==> src/rtl/acondicionador_entradas_if.sv <==
// Signal bundle between the traffic-light environment and the input conditioner.
//   master : drives the sample strobe, raw sensors/buttons and the controller's red lights;
//            observes the conditioned sensor levels and held crossing requests.
//   slave  : the conditioner itself (acondicionador_entradas).
// Signals:
//   tick                 sample-enable strobe, one clk wide
//   raw_sensor_a/b       asynchronous vehicle sensors
//   raw_paso_a/b         asynchronous pedestrian buttons
//   rojo_a/b             controller red lights (service feedback)
//   sensor_a/b           debounced sensor levels
//   paso_a/b             pending crossing requests
interface acondicionador_entradas_if;
    logic tick;
    logic raw_sensor_a;
    logic raw_sensor_b;
    logic raw_paso_a;
    logic raw_paso_b;
    logic rojo_a;
    logic rojo_b;
    logic sensor_a;
    logic sensor_b;
    logic paso_a;
    logic paso_b;

    modport master (
        output tick, raw_sensor_a, raw_sensor_b, raw_paso_a, raw_paso_b, rojo_a, rojo_b,
        input  sensor_a, sensor_b, paso_a, paso_b
    );

    modport slave (
        input  tick, raw_sensor_a, raw_sensor_b, raw_paso_a, raw_paso_b, rojo_a, rojo_b,
        output sensor_a, sensor_b, paso_a, paso_b
    );
endinterface

==> src/rtl/acondicionador_entradas.sv <==
// Input stage of the two-way traffic-light controller.
// Synchronises and debounces the vehicle sensors and pedestrian buttons of streets A and B,
// and turns button presses into crossing requests held until the controller has served
// them (red phase started). A press during an active red phase is queued for the next one.
// Ports:
//   clk  : system clock, rising edge
//   rst  : synchronous reset, active-low
//   bus  : acondicionador_entradas_if.slave (strobe, raw inputs, red feedback, outputs)
module acondicionador_entradas #(
    parameter int unsigned DEB_TICKS = 8,
    parameter int unsigned CW        = 4
) (
    input logic                           clk,
    input logic                           rst,
    acondicionador_entradas_if.slave      bus
);

    typedef enum logic [1:0] {StIdle, StPend, StServ} req_state_e;

    localparam logic [CW-1:0] CntMax = CW'(DEB_TICKS - 1);

    // Input index: 0 sensor A, 1 sensor B, 2 button A, 3 button B.
    logic [3:0]         raw;
    logic [3:0]         sync1_q, sync2_q;
    logic [3:0]         stable_q, stable_d;
    logic [3:0][CW-1:0] cnt_q, cnt_d;

    // Street index: 0 A, 1 B.
    logic [1:0]         btn_d_q;
    logic [1:0]         press;
    logic [1:0]         rojo_s_q, rojo_d_q;
    logic [1:0]         rojo_rise, rojo_fall;
    req_state_e         state_q [2];
    req_state_e         state_d [2];
    logic [1:0]         rearm_q, rearm_d;

    logic [1:0]         sensor_q;
    logic [1:0]         paso_q, paso_d;

    assign raw = {bus.raw_paso_b, bus.raw_paso_a, bus.raw_sensor_b, bus.raw_sensor_a};

    // Debounce: a new level is accepted only after DEB_TICKS consecutive differing ticks.
    always_comb begin
        stable_d = stable_q;
        cnt_d    = cnt_q;
        for (int i = 0; i < 4; i++) begin
            if (bus.tick) begin
                if (sync2_q[i] == stable_q[i]) begin
                    cnt_d[i] = '0;
                end else if (cnt_q[i] == CntMax) begin
                    stable_d[i] = sync2_q[i];
                    cnt_d[i]    = '0;
                end else begin
                    cnt_d[i] = cnt_q[i] + 1'b1;
                end
            end
        end
    end

    assign press     = stable_q[3:2] & ~btn_d_q;
    // Edges are taken between the registered red light and its one-clk-delayed copy.
    assign rojo_rise = rojo_s_q & ~rojo_d_q;
    assign rojo_fall = ~rojo_s_q & rojo_d_q;

    always_comb begin
        for (int s = 0; s < 2; s++) begin
            state_d[s] = state_q[s];
            rearm_d[s] = rearm_q[s];
            unique case (state_q[s])
                StIdle: begin
                    if (press[s]) state_d[s] = StPend;
                end
                StPend: begin
                    if (rojo_rise[s]) state_d[s] = StServ;
                end
                StServ: begin
                    // A press arriving together with the end of red still counts as rearm.
                    if (rojo_fall[s]) begin
                        state_d[s] = (rearm_q[s] || press[s]) ? StPend : StIdle;
                        rearm_d[s] = 1'b0;
                    end else if (press[s]) begin
                        rearm_d[s] = 1'b1;
                    end
                end
                default: begin
                    state_d[s] = StIdle;
                    rearm_d[s] = 1'b0;
                end
            endcase
            paso_d[s] = (state_d[s] == StPend);
        end
    end

    always_ff @(posedge clk) begin
        if (!rst) begin
            sync1_q  <= '0;
            sync2_q  <= '0;
            stable_q <= '0;
            cnt_q    <= '0;
            btn_d_q  <= '0;
            rojo_s_q <= '0;
            rojo_d_q <= '0;
            rearm_q  <= '0;
            sensor_q <= '0;
            paso_q   <= '0;
            for (int s = 0; s < 2; s++) state_q[s] <= StIdle;
        end else begin
            sync1_q  <= raw;
            sync2_q  <= sync1_q;
            stable_q <= stable_d;
            cnt_q    <= cnt_d;
            btn_d_q  <= stable_q[3:2];
            rojo_s_q <= {bus.rojo_b, bus.rojo_a};
            rojo_d_q <= rojo_s_q;
            rearm_q  <= rearm_d;
            sensor_q <= stable_q[1:0];
            paso_q   <= paso_d;
            for (int s = 0; s < 2; s++) state_q[s] <= state_d[s];
        end
    end

    assign bus.sensor_a = sensor_q[0];
    assign bus.sensor_b = sensor_q[1];
    assign bus.paso_a   = paso_q[0];
    assign bus.paso_b   = paso_q[1];

endmodule
==> src/flat_wrapper.sv <==
// flat-port wrapper written by rule: the top's interface ports become plain ports
module acondicionador_entradas_flat 
#(
    parameter int unsigned DEB_TICKS = 8,
    parameter int unsigned CW        = 4
)
  (clk, rst, bus_tick, bus_raw_sensor_a, bus_raw_sensor_b, bus_raw_paso_a, bus_raw_paso_b, bus_rojo_a, bus_rojo_b, bus_sensor_a, bus_sensor_b, bus_paso_a, bus_paso_b);
  acondicionador_entradas_if bus_i ();
  input logic clk;
  input logic rst;
  input wire logic [$bits(bus_i.tick)-1:0] bus_tick;
  input wire logic [$bits(bus_i.raw_sensor_a)-1:0] bus_raw_sensor_a;
  input wire logic [$bits(bus_i.raw_sensor_b)-1:0] bus_raw_sensor_b;
  input wire logic [$bits(bus_i.raw_paso_a)-1:0] bus_raw_paso_a;
  input wire logic [$bits(bus_i.raw_paso_b)-1:0] bus_raw_paso_b;
  input wire logic [$bits(bus_i.rojo_a)-1:0] bus_rojo_a;
  input wire logic [$bits(bus_i.rojo_b)-1:0] bus_rojo_b;
  output wire logic [$bits(bus_i.sensor_a)-1:0] bus_sensor_a;
  output wire logic [$bits(bus_i.sensor_b)-1:0] bus_sensor_b;
  output wire logic [$bits(bus_i.paso_a)-1:0] bus_paso_a;
  output wire logic [$bits(bus_i.paso_b)-1:0] bus_paso_b;
  assign bus_i.tick = bus_tick;
  assign bus_i.raw_sensor_a = bus_raw_sensor_a;
  assign bus_i.raw_sensor_b = bus_raw_sensor_b;
  assign bus_i.raw_paso_a = bus_raw_paso_a;
  assign bus_i.raw_paso_b = bus_raw_paso_b;
  assign bus_i.rojo_a = bus_rojo_a;
  assign bus_i.rojo_b = bus_rojo_b;
  assign bus_sensor_a = bus_i.sensor_a;
  assign bus_sensor_b = bus_i.sensor_b;
  assign bus_paso_a = bus_i.paso_a;
  assign bus_paso_b = bus_i.paso_b;
  acondicionador_entradas #(.DEB_TICKS(DEB_TICKS), .CW(CW)) u_core (.clk(clk), .rst(rst), .bus(bus_i));
endmodule
==> config.mk <==
export PLATFORM = sky130hd
export DESIGN_NAME = acondicionador_entradas_flat
export DESIGN_NICKNAME = d
export VERILOG_FILES = /design/src/rtl/acondicionador_entradas_if.sv /design/src/rtl/acondicionador_entradas.sv /design/src/flat_wrapper.sv
export SDC_FILE = /design/constraint.sdc
export NUM_CORES = 1
export LEC_CHECK = 0
export BUFFER_PORTS_ARGS = -buffer_cell sky130_fd_sc_hd__buf_2
export CAP_MARGIN = 20
export CELL_PAD_IN_SITES_DETAIL_PLACEMENT = 1
export CELL_PAD_IN_SITES_GLOBAL_PLACEMENT = 2
export CORE_MARGIN = 1
export CORE_UTILIZATION = 38
export CTS_CLUSTER_DIAMETER = 60
export DETAILED_ROUTE_END_ITERATION = 16
export GPL_ROUTABILITY_DRIVEN = 0
export GPL_TIMING_DRIVEN = 0
export PLACE_DENSITY = 0.76
export SYNTH_ARGS = -nofsm -noshare
export SYNTH_HDL_FRONTEND = slang
export SYNTH_SLANG_ARGS = --single-unit
export TNS_END_PERCENT = 1
==> constraint.sdc <==
create_clock -name clk -period 1.5 [get_ports clk]
set_clock_uncertainty 0.05 [all_clocks]
set_input_delay 0.15 -clock clk [delete_from_list [all_inputs] [get_ports clk]]
set_output_delay 0.15 -clock clk [all_outputs]
set_load 0.02 [all_outputs]
Word level (Yosys, flattened, before mapping)
Memory sizes are Yosys's and may differ from the RTL's.
Index checks and enable logic that the tools add are counted.
Storage, ports and cells
  register bits after elaboration: 40
  latch bits: 0
  RAM bits: 4
  memory bits (read-only): 0
  memories kept: 1
Cells by class
  add/subtract/negate cells: 4
  multiply operators: 0
  div/mod/pow operators: 0
  $lt $le $gt $ge: 0
  equal/unequal tests: 16
  shift-type cells: 0
  muxes and demuxes: 28
  bitwise operators: 14
  reduce and logical (&&, ||, !) cells: 12
Memories
  u_core.state_q: words 2, bits a word 2, read ports 2, clocked after Yosys merged registers in 0, write ports 2, RTL line acondicionador_entradas.sv:33  | req_state_e state_q [2];
Operators by type and width (count)
  $mux 4: 8
  $add 4x1->4 const B: 4
  $eq 4x3->1 const B: 4
  $mux 2: 8
  $pmux 2 s3: 2
  $reduce_and 3->1: 4
  $eq 2x1->1 const B: 4
  $mux 1: 8
  $and 2x2->2: 3
  $ne 3x1->1 const B: 2
  $not 1->1: 6
  $not 2->2: 3
  $eq 1x1->1: 4
  $eq 2x2->1 const B: 2
  $logic_not 2->1: 2
  $pmux 1 s2: 2
  $reduce_and 2->1: 2
  $reduce_or 2->1: 2
  $logic_or 1x1->1: 2
  $or 1x1->1: 2

Longest topological paths before layout
  depth after elaboration: 7
  gate-level depth with buffers: 4

Worst setup path after synthesis
OpenSTA, ideal clock, no wires.
  path type: flip-flop to flip-flop
  start point: register u_core.cnt_q[0] (netlist name)
  end point: register u_core.cnt_q[3] (netlist name)
  library setup time: 92 ps
  arrival: 941 ps
  data required time: 1358 ps
  path slack: 416 ps
  cell stages (with the launch flop): 5
  path buffers: 0
  cells stage by stage: dfxtp_1 -> ha_1 -> nand3b_1 -> nand3_1 -> o32ai_1
Between the ends
  word-level cells in the longest chain between the ends: 3
  elaborated cells between the ends (all ways): 4
  classes of those cells: add/sub: 1; eq/ne: 1; mux: 2
Ends and longest elaborated chain
  start: declaration: RTL line acondicionador_entradas.sv:26  | logic [3:0][CW-1:0] cnt_q, cnt_d;
  start signal: assignment: RTL line acondicionador_entradas.sv:111  | cnt_q <= cnt_d;
  $add 4x1->4 or $eq 4x3->1 (tied branches): RTL line acondicionador_entradas.sv:54, acondicionador_entradas.sv:50
  $mux 4 *: RTL line acondicionador_entradas.sv:50  | end else if (cnt_q[i] == CntMax) begin
  $mux 4 *: RTL line acondicionador_entradas.sv:48  | if (sync2_q[i] == stable_q[i]) begin
Mark *: on every way between the ends. The rest lies on a longest branch, timed or not.
A chain may end at the register's enable or synchronous reset.

Worst setup path in the final report
  start point: register u_core.stable_q[3]
  end point: register u_core.cnt_q[15] (netlist name)
Between the ends
  word-level cells in the longest chain between the ends: 2
Ends and longest elaborated chain
  start: declaration: RTL line acondicionador_entradas.sv:25  | logic [3:0] stable_q, stable_d;
  start signal: assignment: RTL line acondicionador_entradas.sv:110  | stable_q <= stable_d;
  $eq 1x1->1: RTL line acondicionador_entradas.sv:48
  $mux 4: RTL line acondicionador_entradas.sv:48
No other way between the ends.

==> flow_metrics.tcl <==
set metrics [dict create \
    outcome "complete, no violations" \
    yosys.area.top_type_share_pct 45.4 \
    nNetsFinal 230 \
    area_growth_pct 12.1 \
    cts_buffers 5 \
    ioPinCount 13 \
    r2r_slack_ps 260 \
    synth-edff-count 0 \
    fillers 583 \
    p_comb_share_pct 5.6 \
    fin_crit_sh_pct 82.8 \
    synth_fp_nets 212 \
    dpl.hpwl_mm 3.04 \
    drcViolationCount 0 \
    yosysMostFrequentCell "dfxtp_1" \
    synth_top_family_by_area "simple AND/OR/NAND/NOR gates" \
    grt_pass1_vias 1558 \
    overflow 0 \
    cts.sinks 44 \
    switching_power_w 0.000459 \
    slew_headroom_pct 64.2 \
    initial_core_util_pct 40.3 \
    min_path_type "input pin to flop" \
    synthArstFlopShare_pct 0 \
    synth_simple_gate_area_share_pct 27.9 \
    p_int_w 0.00165 \
    yosysSeqAreaShare_pct 45.4 \
    antenna_cells 0 \
    die_w_um 73.4 \
    hold_buffers 0 \
    hold_ws_ps 11.7 \
    synth_top_flop_cell "dfxtp_1" \
    ys_warn_count 0 \
    antenna_found_initial 0 \
    crit_type "flop to flop" \
    tns_ps 0 \
    hold_violations 0 \
    synth_xor_area_share_pct 3.35 \
    synth_seq_cells 44 \
    swShare_pct 21.8 \
    finalWirelength_mm 4.16 \
    cts_tree "built" \
    postRouteAntennaNets 0 \
    crit_path_start "u_core.stable_q[3]" \
    num_vias 1451 \
    finalNonFillerCells 284 \
    postCtsSetupRepairBufs 0 \
    worstSkewPairLatency_ps 290 \
    gr-usage-all-layers_pct 17.7 \
    ys_types 33 \
    avgSynthCellArea_um2 9.75 \
    synth_adder_area_share_pct 2.58 \
    drv_cap 0 \
    viasPerCell 5.11 \
    path_clk_slew_ps 80 \
    worstSetupStartpointType "flop" \
    slowest_delay_ps 410 \
    reg2reg_to "u_core.cnt_q[15]" \
    drt_iter0_drc 24 \
    yosys-top-cells-area "dfxtp_1, a21boi_1, and2_1" \
    final_util_pct 45.1 \
    crit_chain "xor2_2, nand3_1, o32ai_2" \
    cp_top_family "flip-flops" \
    powerDensity_mw_per_mm2 968 \
    grt_pass1_wl_mm 7.09 \
    vdd_drop_max_mv 0.548 \
    critPathSlowestCell "dfxtp_1" \
    rsz0062_at_grt "false" \
    grt_max_degree 13 \
    synth_top_cell_by_area "dfxtp_1" \
    syn_area_mm2 0.00194 \
    synthCells 199 \
    seqPwrFrac_pct 56.9 \
    drive_gt1_share_pct 13.4 \
    avgRoutedWirePerCell_um 14.7 \
    setup_viol 0 \
    clockBufferDepth 2 \
    ff2ff_path_depth 3 \
    cts-resized-gates 0 \
    r2r_start "u_core.stable_q[3]" \
    die_area_mm2 0.00539 \
    cp.depth 3 \
    crit_path_max_fanout 5 \
    crit_buf_inv 0 \
    post-route-min-period_ps 1240 \
    synth_compound_area_share_pct 15.1 \
    cp_data_required_time_ps 1650 \
    crit_end "u_core.cnt_q[15]" \
    fmax_mhz 806 \
    cp.arrival_ps 1390 \
    worstMarginPinSlew_ps 537 \
    rows 25 \
    h-tree-depth 2 \
    clockRootBuffer "clkbuf_8" \
    cp-end-kind "flop" \
    fp.dieH_um 73.4 \
    drt_first_pass_iters 4 \
    power_leakage_nw 0.832 \
    dp_cells 277 \
    synth_mux_area_share_pct 2.06 \
    port_buffers 11 \
    p_clk_share_pct 37.6 \
    final_max_slew_viol_count 0 \
    synth_common_cells "dfxtp_1, a21boi_1, and2_1, nand2b_1, nor2b_1" \
    core_mm2 0.00482 \
]
==> stage by stage <==
step	worst slack [ps]	total power [W]	instance area (µm²)
2_1_floorplan	416	0.00130	1940
3_5_place_dp	69.8	0.00135	2080
5_1_grt	182	0.00219	2170
3_3_place_gp	164	0.00134	2080
6_report	259	0.00210	2170
4_1_cts	251	0.00214	2170
==> flip-flops by register name, indices dropped and copies added, names as in the netlist <==
name and flops:
u_core.cnt_q 16, u_core.stable_q 4, u_core.state_q 4, u_core.sync1_q 4
u_core.sync2_q 4, u_core.btn_d_q 2, u_core.paso_q 2, u_core.rearm_q 2
u_core.rojo_d_q 2, u_core.rojo_s_q 2, u_core.sensor_q 2
==> kinds of logic after synthesis <==
family          after synthesis
flops                        44
mux                           4
fa+ha+maj                     4
simple gates                 87
buf+inv                      16
xor+xnor                      4
compound gates               40
==> worst reg2reg max path, delay by kind of cell (launching register included) <==
family	cells	cell delay [ps]
DFF	1	410
AOI/OAI and AO/OA	1	280
xor gates and xnor gates	1	250
and+or+nand+nor	1	160
==> layer usage <==
layer	part of all wire (%)	GRT usage, %
met5	0	0
met4	1.9	7.48
met2	51	31.9
met3	1.7	3.29
met1	45	20.5
==> final cells by class <==
class / count / area [µm²] / share of cell area, %
flip-flops and latches: 44 / 881 / 40.5
clock buffers: 7 / 96.3 / 4.43
repair buffers: 11 / 55.1 / 2.53
inverters: 7 / 26.3 / 1.21
well taps: 67 / 83.8 / 3.85
plain buffers: 9 / 42.5 / 1.96
multi-input cells: 139 / 990 / 45.5
==> worst min path at each step <==
stage / start / end / slack (ps) / depth (start not counted)
2_1_floorplan: bus_rojo_a / u_core.rojo_s_q[0] / 230 / 1
3_3_place_gp: bus_rojo_b / u_core.rojo_s_q[1] / 310 / 2
3_5_place_dp: bus_raw_sensor_b / u_core.sync1_q[1] / 310 / 2
4_1_cts: bus_raw_paso_b / u_core.sync1_q[3] / 5 / 2
5_1_grt: bus_raw_paso_a / u_core.sync1_q[2] / 9 / 2
6_report: bus_raw_paso_b / u_core.sync1_q[3] / 10 / 2
==> layout by cell type, fill, tap and decap left out, drive strengths merged, types with 7 or more instances in the layout <==
cell | Yosys | routed
clkbuf | 6 | 13
nand3b | 10 | 10
nor2b | 13 | 13
a21boi | 17 | 17
inv | 7 | 7
nand3 | 12 | 12
o21ai | 10 | 10
nand2b | 15 | 15
dfxtp | 44 | 44
buf | 3 | 14
and2 | 16 | 16
nand2 | 8 | 8
==> power groups by stage <==
stage	Sequential [W]	Combinational, W	Clock [W]
floorplan	0.00122	0.0000795	0
global route	0.00120	0.000130	0.000861
global placement	0.00122	0.000115	0
finish	0.00120	0.000117	0.000790
detailed placement	0.00123	0.000120	0
CTS	0.00120	0.000121	0.000819
(Power assumes the default switching activity.)
